[config.mk]
export PLATFORM = sky130hd
export DESIGN_NAME = multicycle_control
export DESIGN_NICKNAME = d
export VERILOG_FILES = /design/src/rtl/multicycle_control.sv
export SDC_FILE = /design/constraint.sdc
export NUM_CORES = 1
export LEC_CHECK = 0
export BUFFER_PORTS_ARGS = -buffer_cell sky130_fd_sc_hd__buf_2
export CORE_MARGIN = 8
export CORE_UTILIZATION = 47
export CTS_CLUSTER_SIZE = 8
export DETAILED_ROUTE_END_ITERATION = 7
export PLACE_DENSITY = 0.76
export RECOVER_POWER = 50
export SKIP_CTS_REPAIR_TIMING = 1
export SLEW_MARGIN = 20
export SYNTH_ARGS = -nofsm -noshare
export SYNTH_HDL_FRONTEND = slang
export SYNTH_SLANG_ARGS = --single-unit
[constraint.sdc]
create_clock -name clk -period 1.66 [get_ports clk]
set_clock_uncertainty 0.1 [all_clocks]
set_input_delay 0 -clock clk [delete_from_list [all_inputs] [get_ports clk]]
set_output_delay 0 -clock clk [all_outputs]
set_load 0.03 [all_outputs]
[src/rtl/multicycle_control.sv]
// Multi-cycle MIPS-subset sequencer: steps the shared datapath through
// FETCH/DECODE/EXEC/MEM/WB, waits on the memory handshake and traps on
// illegal opcodes or memory timeouts.
module multicycle_control #(
    parameter int unsigned MEM_TIMEOUT = 15,
    parameter int unsigned CNT_W       = 4
) (
    input  logic       clk,
    input  logic       reset,
    input  logic [5:0] opcode,
    input  logic [5:0] funct,
    input  logic       zero,
    input  logic       mem_ready,
    output logic       pc_write,
    output logic       ir_write,
    output logic       mem_read,
    output logic       mem_write,
    output logic       reg_write,
    output logic       alu_src,
    output logic       mem_to_reg,
    output logic       link_to_pc,
    output logic       reg_dst,
    output logic       is_branch,
    output logic       is_jump,
    output logic       jr_sel,
    output logic [2:0] command,
    output logic       retired,
    output logic       trap,
    output logic [2:0] state
);

    typedef enum logic [2:0] {
        StFetch  = 3'd0,
        StDecode = 3'd1,
        StExec   = 3'd2,
        StMem    = 3'd3,
        StWb     = 3'd4,
        StTrap   = 3'd5
    } state_e;

    localparam logic [5:0] OpR    = 6'h00;
    localparam logic [5:0] OpJ    = 6'h02;
    localparam logic [5:0] OpJal  = 6'h03;
    localparam logic [5:0] OpBeq  = 6'h04;
    localparam logic [5:0] OpBne  = 6'h05;
    localparam logic [5:0] OpAddi = 6'h08;
    localparam logic [5:0] OpXori = 6'h0E;
    localparam logic [5:0] OpLw   = 6'h23;
    localparam logic [5:0] OpSw   = 6'h2B;

    localparam logic [5:0] FnJr  = 6'h08;
    localparam logic [5:0] FnAdd = 6'h20;
    localparam logic [5:0] FnSub = 6'h22;
    localparam logic [5:0] FnSlt = 6'h2A;

    localparam logic [2:0] CmdAdd = 3'd0;
    localparam logic [2:0] CmdSub = 3'd1;
    localparam logic [2:0] CmdXor = 3'd2;
    localparam logic [2:0] CmdSlt = 3'd3;

    // Last count value before a stalled memory wait gives up.
    localparam logic [CNT_W-1:0] CntLast =
        CNT_W'((MEM_TIMEOUT == 0) ? 0 : MEM_TIMEOUT - 1);
    localparam bit TimeoutEn = (MEM_TIMEOUT != 0);

    state_e           state_q, state_d;
    logic [5:0]       op_q, op_d;
    logic [5:0]       funct_q, funct_d;
    logic [CNT_W-1:0] cnt_q, cnt_d;

    logic waiting;
    logic timeout_hit;

    function automatic logic is_legal(input logic [5:0] op, input logic [5:0] fn);
        case (op)
            OpR:                                        return fn inside {FnAdd, FnSub, FnSlt, FnJr};
            OpJ, OpJal, OpBeq, OpBne, OpAddi, OpXori,
            OpLw, OpSw:                                 return 1'b1;
            default:                                    return 1'b0;
        endcase
    endfunction

    assign waiting     = ((state_q == StFetch) || (state_q == StMem)) && !mem_ready;
    assign timeout_hit = TimeoutEn && (cnt_q == CntLast);

    // State register, instruction latches and wait counter.
    always_ff @(posedge clk) begin
        if (reset) begin
            state_q <= StFetch;
            op_q    <= '0;
            funct_q <= '0;
            cnt_q   <= '0;
        end else begin
            state_q <= state_d;
            op_q    <= op_d;
            funct_q <= funct_d;
            cnt_q   <= cnt_d;
        end
    end

    // Next-state, opcode latching and wait-counter update.
    always_comb begin
        state_d = state_q;
        op_d    = op_q;
        funct_d = funct_q;

        unique case (state_q)
            StFetch: begin
                if (mem_ready)        state_d = StDecode;
                else if (timeout_hit) state_d = StTrap;
            end
            StDecode: begin
                op_d    = opcode;
                funct_d = funct;
                state_d = is_legal(opcode, funct) ? StExec : StTrap;
            end
            StExec: begin
                case (op_q)
                    OpR:            state_d = (funct_q == FnJr) ? StFetch : StWb;
                    OpAddi, OpXori: state_d = StWb;
                    OpLw, OpSw:     state_d = StMem;
                    default:        state_d = StFetch;
                endcase
            end
            StMem: begin
                if (mem_ready)        state_d = (op_q == OpLw) ? StWb : StFetch;
                else if (timeout_hit) state_d = StTrap;
            end
            StWb:    state_d = StFetch;
            StTrap:  state_d = StTrap;
            default: state_d = StTrap;
        endcase

        // Counter restarts on any state change and saturates instead of wrapping.
        if (state_d != state_q)                        cnt_d = '0;
        else if (waiting && TimeoutEn && !timeout_hit) cnt_d = cnt_q + 1'b1;
        else                                           cnt_d = cnt_q;
    end

    // Per-state datapath enables.
    always_comb begin
        pc_write   = 1'b0;
        ir_write   = 1'b0;
        mem_read   = 1'b0;
        mem_write  = 1'b0;
        reg_write  = 1'b0;
        alu_src    = 1'b0;
        mem_to_reg = 1'b0;
        link_to_pc = 1'b0;
        reg_dst    = 1'b0;
        is_branch  = 1'b0;
        is_jump    = 1'b0;
        jr_sel     = 1'b0;
        command    = CmdAdd;
        retired    = 1'b0;
        trap       = (state_q == StTrap);
        state      = state_q;

        unique case (state_q)
            StFetch: begin
                mem_read = 1'b1;
                ir_write = mem_ready;
                pc_write = mem_ready;
            end
            StExec: begin
                case (op_q)
                    OpR: begin
                        if (funct_q == FnJr) begin
                            is_jump  = 1'b1;
                            jr_sel   = 1'b1;
                            pc_write = 1'b1;
                            retired  = 1'b1;
                        end else begin
                            case (funct_q)
                                FnSub:   command = CmdSub;
                                FnSlt:   command = CmdSlt;
                                default: command = CmdAdd;
                            endcase
                        end
                    end
                    OpAddi, OpLw, OpSw: alu_src = 1'b1;
                    OpXori: begin
                        alu_src = 1'b1;
                        command = CmdXor;
                    end
                    OpBeq, OpBne: begin
                        command   = CmdSub;
                        is_branch = 1'b1;
                        pc_write  = (op_q == OpBeq) ? zero : !zero;
                        retired   = 1'b1;
                    end
                    OpJ, OpJal: begin
                        is_jump    = 1'b1;
                        pc_write   = 1'b1;
                        reg_write  = (op_q == OpJal);
                        link_to_pc = (op_q == OpJal);
                        retired    = 1'b1;
                    end
                    default: ;
                endcase
            end
            StMem: begin
                mem_read  = (op_q == OpLw);
                mem_write = (op_q == OpSw);
                retired   = (op_q == OpSw) && mem_ready;
            end
            StWb: begin
                reg_write  = 1'b1;
                mem_to_reg = (op_q == OpLw);
                reg_dst    = (op_q == OpR);
                retired    = 1'b1;
            end
            default: ;
        endcase

        // A reset cycle aborts the instruction: nothing may commit or write memory.
        if (reset) begin
            pc_write  = 1'b0;
            ir_write  = 1'b0;
            reg_write = 1'b0;
            mem_write = 1'b0;
            retired   = 1'b0;
        end
    end

endmodule

* Word-level counts from Yosys, hierarchy flattened
Index checks and enable logic that the tools add are counted.
W data, S select, Z words.
** Storage, ports and cells
- Bits in registers :: 19
- Input port bits :: 16
- Output and inout bits :: 20
- Logic and storage cells :: 95
** Cells by class
- Add/sub/neg operators :: 1
- Eq/ne operators :: 30
- Multiplexer cells :: 41
- Reductions and logical operators :: 19
** Operators with widths (count)
- $eq A6 B6 Y1 const B :: 9
- $eq A6 B4 Y1 const B :: 6
- $eq A6 B2 Y1 const B :: 4
- $eq A6 B3 Y1 const B :: 4
- $mux W1 :: 21
- $mux W3 :: 6
- $pmux W3 S5 :: 1
- $logic_not A6 Y1 :: 2
- $pmux W1 S2 :: 6
- $reduce_or A2 Y1 :: 5
- $pmux W3 S3 :: 1
- $reduce_or A4 Y1 :: 2
- $reduce_or A8 Y1 :: 1
- $eq A3 B2 Y1 const B :: 2
- $eq A3 B3 Y1 const B :: 2
- $pmux W1 S3 :: 2
- $pmux W2 S3 :: 1
- $add A4 B1 Y4 const B :: 1
- $eq A4 B4 Y1 const B :: 1
- $mux W2 :: 2
- $pmux W2 S2 :: 1
- $reduce_bool A4 Y1 :: 1
- $eq A3 B1 Y1 const B :: 1
- $logic_and A1 B1 Y1 :: 3
- other kinds (4) :: 6

* Depth between registers and ports, before layout
Gate-level depths: netlist of run 1.
- Word-level depth :: 8
- Mapped depth :: 7
- Gate-level depth less buffers :: 7

* Least setup slack after synthesis of run 1
Ideal clock, no wire load.
- Path type :: reg-to-output
- Start :: reg state_q[2], in the netlist state[2]
- End :: out mem_to_reg
- Arrival :: 1918 ps
- Data required time :: 1560 ps
- Slack :: -358 ps
- Stages on the path, launching flop included :: 5
- Path buffers :: 2
- Path through :: dfxtp_1 -> clkbuf_2 -> buf_2 -> nand2_1 -> nor4_1
** Between the ends
- Word-level cells in the longest chain between the ends :: 2
** RTL lines
- from (decl) :: RTL line 66 : state_e state_q, state_d;
- from (signal assigned) :: RTL line 89 : state_q <= StFetch;
- from (signal assigned) :: RTL line 94 : state_q <= state_d;
- $eq A3 B3 Y1 :: RTL line 159 : unique case (state_q)
- $mux W1 :: RTL line 159
- to (decl) :: RTL line 20 : output logic mem_to_reg,
No other way between the ends.

* Final worst setup path of run 1
- Start :: reg op_q[4]
- End :: out pc_write
** Between the ends
- Word-level cells in the longest chain between the ends :: 5
- Elaborated cells on any way between the ends :: 11
- Classes of those cells :: eq/ne: 4; mux: 4; reduce/logical: 3
** RTL lines
- from (decl) :: RTL line 67 : logic [5:0] op_q, op_d;
- from (signal assigned) :: RTL line 95 : op_q <= op_d;
- $eq A6 B3 Y1, or another cell as far along :: RTL line 166, 189
- $mux W1 or $reduce_or A2 Y1 (tied branches) :: RTL line 189, 166
- $pmux W1 S3 (*) :: RTL line 166 : case (op_q)
- $pmux W1 S2 (*) :: RTL line 159
- $mux W1 (*) :: RTL line 217 : if (reset) begin
- to (decl) :: RTL line 14 : output logic pc_write,
Mark *: on every way between the ends. The rest lies on a longest branch, timed or not.

==> metrics, run 1 <==
max_cap viols 0; drt wl/cell 14.8 um; Hold WS -0.0192 ns; Distinct cells, synth 47; CTS Buf Count 3; RSZ-0062 raised after global routing true; XOR/XNOR Fraction of Synth Area 4.03%; adder-cell area share of the yosys netlist 1.92%; Post-synth EDFFs 0; area of the multi-input gates 957 sq um; DRT antenna net count 0; final core utilization 72.6%; H-tree levels 1; Max Fclk 559 MHz; Yosys reg bits 19; vias in the first global route 1311; Cell Chain, Critical Path nor2_2, nand3_2, o22a_1, o221ai_2, a21o_1, buf_4; sequential-to-total area share from yosys stat 29.1%; CP arrival 1.69 ns; Via density 5.52; Fill cells 205; Simple-Gate Fraction of Synth Area 31.2%; critical path's top delay family compound AO/OA/AOI/OAI gates; top area cells in the synthesized netlist dfxtp_1 (29%), nor2_1 (10%), mux2i_1 (10%); Root Driver clkbuf_4; # placed instances 242; top cell type's share of synthesized area 29.1%; Max stage delay on crit path 0.38 ns; critical path class register to output pin; TritonCTS clock tree done; placed cell areas 1600 sq um; most common cell after layout, fill and taps aside nor2_1; buffers added on ports 34; gr busiest metal met2; Levels on crit path 6; layout cells sized above 1 40.5%; total chip power 2.44 mW; Max VDD drop 0.00104 V; Final Hold Fails 4; CTS Buffer Depth 2; net count after synthesis 190; Most used DFF post-synth dfxtp_1; largest family of logic cells by synthesized area simple AND/OR/NAND/NOR gates; Tightest Hold Check Type input port to register; Die W 68.7 um; Area Growth Syn to Fin 49.4%; Seq pwr share 29.4%; Overflow after GRT 0; first-pass GRT wire length 5.70 mm; Die Area 4720 sq um; pre-CTS setup slack 0.0178 ns; crit share post-route 108%; cell internal pwr 1.33 mW; WL final 3.89 mm; CP Capture Type output pin; violated checks negative hold slack, negative setup slack; leakage power 0.818 nW; mux share of post-synthesis cell area 9.97%; Layout Cells excl Fill 263; met2 usage 27.4%; core area 2690 sq um; Post-Syn Area per Cell 7.59 sq um; I/O pins 36; grt met3 use 3.39%; GP Congestion 0.929; Switch Pwr 1.11 mW; Reg2Reg Depth 7; Reg area 395 sq um; HPWL after DPL 2.88 mm; Antenna Cells 0; asr flop ratio synth 0%; Synth Warn # 0; number of DRC markers in iteration 0 128; cell area after synthesis 1310 sq um; switch share 45.4%; Required @ worst endpoint 1.56 ns; Slowest-stage cell, CP dfxtp_4; CP Buf/Inv Count 1; Final setup violation count 7; Synth Instances 172; Yosys top cell by area dfxtp_1; Reg clk slew, reported paths 0.12 ns; Tmin final 1.79 ns; GR met1 Demand/Resource 17.9%; CTS Sinks 19; Starting Density 48.6%; largest fanout on the critical path 5; most frequent cells in the layout nor2_1 (32), buf_2 (24), buf_4 (22), mux2i_1 (13), dlygate4sd3_1 (12); largest net degree at the start of global routing 22; status finished, violations left; DR pass1 iterations 4; total track usage 15.3%; Via Count 1451; clock share of power 9.6%; Gate power share 60.9%; hold path depth 2; Final Worst Setup Slack -0.130 ns; Final Max Slew Viols 0; DIE HEIGHT 68.7 um; Compound-Gate Fraction of Synth Area 16.2%; initial antenna violation count 0; worst skew pair latency 0.30 ns; num rows 19; DRC errors left 0; PwrDens 1250 nW/um^2; final instance area 1950 sq um; crit start category register; Final nets 251
-- cell type report --
| class | count | area share, % |
|---|---|---|
| Multi-Input combinational cell | 135 | 49.1 |
| Timing Repair Buffer | 68 | 26.1 |
| Sequential cell | 19 | 20.3 |
| Tap cell | 31 | 1.99 |
| Clock buffer | 3 | 1.16 |
| Inverter | 6 | 1.16 |
| Clock inverter | 1 | 0.257 |
-- worst paths after layout --
path,from,to,slack (ns)
worst min register to register,funct_q[1]$_SDFFE_PP0N_,funct_q[1]$_SDFFE_PP0N_,0.44
worst max-delay path,op_q[4]$_SDFFE_PP0N_,pc_write,-0.13
worst max register to register,cnt_q[0]$_SDFFE_PP0P_,cnt_q[3]$_SDFFE_PP0P_,0.06
worst min-delay path,reset,op_q[0]$_SDFFE_PP0N_,-0.02
-- logic make-up after synthesis --
family,Yosys count
DFF,19
AOI/OAI and AO/OA,33
xor gates and xnor gates,6
muxes,13
other,1
and+or+nand+nor,80
adders and majority gates,2
buffers and inverters,18
-- sequential cells by signal (all words and copies together), names as in the netlist --
signal,cells
cnt_q,4
funct_q,6
op_q,6
state,3
-- power by group through the flow --
stage | combinational, mW | sequential [mW] | clock (mW)
6_report | 1.49 | 0.717 | 0.235
5_1_grt | 1.61 | 0.732 | 0.258
4_1_cts | 1.30 | 0.678 | 0.243
3_5_place_dp | 1.29 | 0.689 | 0
3_3_place_gp | 1.25 | 0.680 | 0
2_1_floorplan | 0.906 | 0.678 | 0
-- stage by stage --
| stage | hold WS (ns) | TNS [ns] |
|---|---|---|
| final | -0.0192 | -0.445 |
| after CTS | -0.151 | -1.51 |
| after global routing | 0.00946 | -1.69 |
| after floorplan | 0.0386 | -0.0478 |
| after detailed placement | 0.160 | 0 |
| after global placement | 0.154 | 0 |
-- synth_stat cells (2+ instances only) --
cell type / n
nand2b_1: 3
o22ai_1: 2
o21bai_1: 2
nor2_1: 36
mux2i_1: 13
nand2_1: 9
inv_1: 5
buf_4: 2
o21ai_0: 7
xnor2_1: 4
a21oi_1: 7
buf_6: 2
nor2b_1: 2
clkbuf_1: 3
nand4_1: 2
nor4_1: 4
buf_2: 3
nor3_1: 3
dfxtp_1: 19
nor3b_1: 2
and2_1: 2
nand4b_1: 2
nand3_1: 7
xor2_1: 2
a31oi_1: 4
a211oi_1: 2
ha_1: 2
nand3b_1: 2
-- metal layers --
metal  wire (um)  vias up
met5           0        -
met3         179        6
met1        1580      678
met4          46        0
met2        2090       38
li1            -      729
Note: power is estimated with default switching activity, not from simulation.
==> run 2: changes to the inputs <==
Settings changed: HOLD_SLACK_MARGIN from default to 0.15, TNS_END_PERCENT from default to 5.
==> run 2 against run 1 <==
The run ends with negative setup slack left. Non-clock buffer count up 1. Clock power barely moved. Combinational power about the same. Sequential power increased by 1%. Hold slack gained 0.27 ns. Cell area is 1.4% lower. Via count up 0.83%. Utilization is 1.0 points lower. Largest cell class unchanged. Largest power group unchanged.
==> metrics, run 2 (synthesis results as in run 1) <==
Largest regs funct_q: 6 flops, op_q: 6 flops, cnt_q: 4 flops; TritonCTS clock tree done; H-tree levels 1; Final Max Slew Viols 0; crit share post-route 106%; num rows 19; crit start category register; final core utilization 71.5%; Tmin final 1.77 ns; Reg2Reg Depth 6; Hold WS 0.246 ns; met2 usage 28.5%; Starting Density 48.6%; largest fanout on the critical path 5; Required @ worst endpoint 1.56 ns; most frequent cells in the layout nor2_1 (31), buf_2 (25), buf_4 (23), dlygate4sd3_1 (15), mux2i_1 (13); Fill cells 225; max_cap viols 0; layout cells sized above 1 37.3%; violated checks negative setup slack; WL final 3.97 mm; drt wl/cell 15.0 um; CP arrival 1.67 ns; Final Hold Fails 0; Root Driver clkbuf_4; RSZ-0062 raised after global routing true; DR pass1 iterations 4; buffers added on ports 34; hold path depth 3; vias in the first global route 1379; CTS Sinks 19; core area 2690 sq um; largest net degree at the start of global routing 22; critical path class register to output pin; gr busiest metal met2; Tightest Hold Check Type input port to output pin; Die W 68.7 um; total chip power 2.44 mW; final instance area 1920 sq um; CTS Buffer Depth 2; Via density 5.54; most common cell after layout, fill and taps aside nor2_1; number of DRC markers in iteration 0 133; DRT antenna net count 0; Worst R2R Setup Slack 0.02 ns; switch share 44.9%; Seq pwr share 29.7%; slew margin rel. 65.5%; Gate power share 60.6%; Max Fclk 566 MHz; DRC errors left 0; worst slew pin tran 0.516 ns; Die Area 4720 sq um; DIE HEIGHT 68.7 um; Via Count 1463; cell internal pwr 1.34 mW; clock share of power 9.7%; leakage power 0.819 nW; I/O pins 36; Antenna Cells 0; Final setup violation count 7; CTS Buf Count 3; first-pass GRT wire length 5.79 mm; initial antenna violation count 0; status finished, violations left; Final Worst Setup Slack -0.106 ns; HPWL after DPL 2.80 mm; Reg clk slew, reported paths 0.10 ns; GP Congestion 0.852; Switch Pwr 1.10 mW; GR met1 Demand/Resource 18.0%; placed cell areas 1610 sq um; Max VDD drop 0.000957 V; Final nets 252; CP Capture Type output pin; Area Growth Syn to Fin 47.3%; PwrDens 1270 nW/um^2; grt met3 use 3.88%; total track usage 15.5%; Overflow after GRT 0; worst skew pair latency 0.30 ns
## run 2: changes by cell type in the layout (fill, tap and decap cells not counted), sizes merged
cell	previous run	this run
dlygate4sd3	12	15
clkinv	1	0
clkbuf	8	7
## run 2: path summary, 6_finish.rpt
check,start,endpoint
min reg2reg,funct_q[4]$_SDFFE_PP0N_,funct_q[4]$_SDFFE_PP0N_
max,op_q[4]$_SDFFE_PP0N_,retired
min,reset,retired
max reg2reg,state[0]$_SDFF_PP0_,funct_q[2]$_SDFFE_PP0N_
## run 2: area by class of cell
type | instances | area, sq um | share of cell area (%)
Clock buffer | 4 | 26.3 | 1.37
Tap cell | 31 | 38.8 | 2.02
Inverter | 6 | 22.5 | 1.17
Timing Repair Buffer | 69 | 509 | 26.5
Multi-Input combinational cell | 135 | 927 | 48.2
Sequential cell | 19 | 398 | 20.7
## run 2: metrics by stage
step	TNS (ns)	std cells	worst slack (ns)
2_1_floorplan	-0.665	172	-0.0949
3_3_place_gp	0	243	0.0754
3_5_place_dp	0	243	0.0269
4_1_cts	-1.58	247	-0.272
5_1_grt	-2.13	264	-0.193
6_report	-0.317	264	-0.106
## run 2: routing by layer
metal  vias to the layer above  part of all wire, %
met5                         -                    0
met4                         0                 0.68
met3                         5                  5.4
met2                        40                   52
met1                       694                   41
li1                        724                    -
## run 2: power by group through the flow
stage / clock, mW / sequential [mW] / combinational [mW]
final: 0.237 / 0.725 / 1.48
after global routing: 0.266 / 0.744 / 1.59
after CTS: 0.246 / 0.680 / 1.29
after floorplan: 0 / 0.674 / 0.906
after global placement: 0 / 0.683 / 1.26
after detailed placement: 0 / 0.691 / 1.29
## run 2: critical path, cell delays in order, from the launching register on
cell	delay, ns
dfxtp_4	0.37
nand4b_1	0.22
nor2_2	0.16
and2_4	0.17
nand4_1	0.09
a31oi_2	0.20
buf_6	0.15
==> run 3: changes to the inputs <==
Settings changed: CORE_UTILIZATION 47 to 51, PLACE_DENSITY 0.76 to 0.78.
Clock period 1.66 ns to 2 ns, I/O delays scaled along.
==> run 3 against run 2 <==
The run now ends clean. Cell count shrank 7.6%. Sequential power decreased by 9.8%. Sequential share of layout area grew 2.6 points. Largest cell class unchanged.
==> metrics, run 3 (synthesis results as in run 1) <==
Max Fclk 524 MHz; Max VDD drop 0.000844 V; Layout Cells excl Fill 244; critical path class register to output pin; placed cell areas 1460 sq um; Cell Chain, Critical Path nor3_4, nand3_1, o22a_1, o221ai_1, a21o_1, buf_2; GR met1 Demand/Resource 17.7%; first-pass GRT wire length 5.47 mm; clock share of power 11.4%; WL final 3.63 mm; Tightest Hold Check Type input port to register; total chip power 1.78 mW; CP Capture Type output pin; Die W 66.6 um; Largest regs funct_q: 6 flops, op_q: 6 flops, cnt_q: 4 flops; grt met3 use 3.69%; I/O pins 36; Slowest-stage cell, CP dfxtp_1; worst skew pair latency 0.30 ns; Via Count 1366; DRC errors left 0; core area 2450 sq um; DIE HEIGHT 66.6 um; num rows 18; CTS Buffer Depth 2; most frequent cells in the layout nor2_1 (33), buf_2 (33), dlygate4sd3_1 (14), mux2i_1 (13), dfxtp_1 (10); status finished clean; Root Driver clkbuf_4; Antenna Cells 0; TritonCTS clock tree done; Tmin final 1.91 ns; Overflow after GRT 0; Reg clk slew, reported paths 0.11 ns; Hold WS 0.385 ns; RSZ-0062 raised after global routing true; final instance area 1690 sq um; switch share 47.9%; GP Congestion 0.830; H-tree levels 1; largest fanout on the critical path 3; layout cells sized above 1 29.0%; Final Max Slew Viols 0; Final nets 233; PwrDens 1050 nW/um^2; DR pass1 iterations 4; HPWL after DPL 2.57 mm; Final Hold Fails 0; crit start category register; Area Growth Syn to Fin 29.8%; vias in the first global route 1255; Final setup violation count 0; Max stage delay on crit path 0.35 ns; total track usage 14.9%; drt wl/cell 14.9 um; cell internal pwr 0.926 mW; Die Area 4430 sq um; CTS Sinks 19; crit share post-route 95.3%; met2 usage 26.0%; # placed instances 226; Switch Pwr 0.852 mW; leakage power 0.721 nW; DRT antenna net count 0; Seq pwr share 36.8%; initial antenna violation count 0; number of DRC markers in iteration 0 81; max_cap viols 0; Gate power share 51.8%; buffers added on ports 34; Required @ worst endpoint 1.90 ns; largest net degree at the start of global routing 22; Starting Density 53.2%; CP arrival 1.81 ns; Via density 5.60; gr busiest metal met2; CTS Buf Count 3
==> run 3: cell types whose count changed in the layout (fill, tap and decap cells not counted), sizes merged <==
cell         before  now
dlygate4sd3      15   14
clkbuf            7    3
buf              51   36
clkinvlp          0    1
==> run 3: power groups by stage <==
stage / sequential [mW] / combinational (mW) / clock, mW
finish: 0.654 / 0.920 / 0.202
floorplan: 0.559 / 0.745 / 0
detailed placement: 0.626 / 0.852 / 0
CTS: 0.619 / 0.855 / 0.207
global route: 0.675 / 1.01 / 0.227
global placement: 0.615 / 0.831 / 0
==> run 3: layer usage <==
layer  wire length [um]  vias to the layer above
li1                   -                      688
met1               1570                      639
met2               1800                       37
met3                244                        2
met4                 13                        0
met5                  0                        -
==> run 3: cell type report <==
class                           instances  area, sq um
Sequential cell                        19          394
Timing Repair Buffer                   50          328
Tap cell                               30         37.5
Fill cell                             194          761
Multi-Input combinational cell        135          882
Inverter                                6         22.5
Clock buffer                            3         22.5
Clock inverter                          1         7.51
==> run 3: worst paths after layout <==
kind / start / endpoint / slack [ns] / cells after the start
worst max register to register: cnt_q[0]$_SDFFE_PP0P_ / cnt_q[3]$_SDFFE_PP0P_ / 0.20 / 7
worst min register to register: cnt_q[1]$_SDFFE_PP0P_ / cnt_q[1]$_SDFFE_PP0P_ / 0.45 / 2
worst min-delay path: funct[0] / funct_q[0]$_SDFFE_PP0N_ / 0.38 / 4
worst max-delay path: funct_q[0]$_SDFFE_PP0N_ / pc_write / 0.09 / 6
==> run 3: worst max-delay path, delay by kind of cell, from the launching register on <==
kind                   cells  cell delay [ns]
AO/OA/AOI/OAI              3             0.59
AND/OR/NAND/NOR            2             0.39
flip-flops                 1             0.35
buffers and inverters      1             0.19
==> run 3: per-stage QoR <==
step                      setup TNS [ns]  utilization, %  setup slack [ns]
after CTS                         -0.119            60.8           -0.0691
after global placement                 0            59.5             0.269
after floorplan                        0               -            0.0772
after detailed placement               0            59.5             0.102
after global routing             -0.0672            69.0           -0.0412
final                                  0            69.0            0.0934
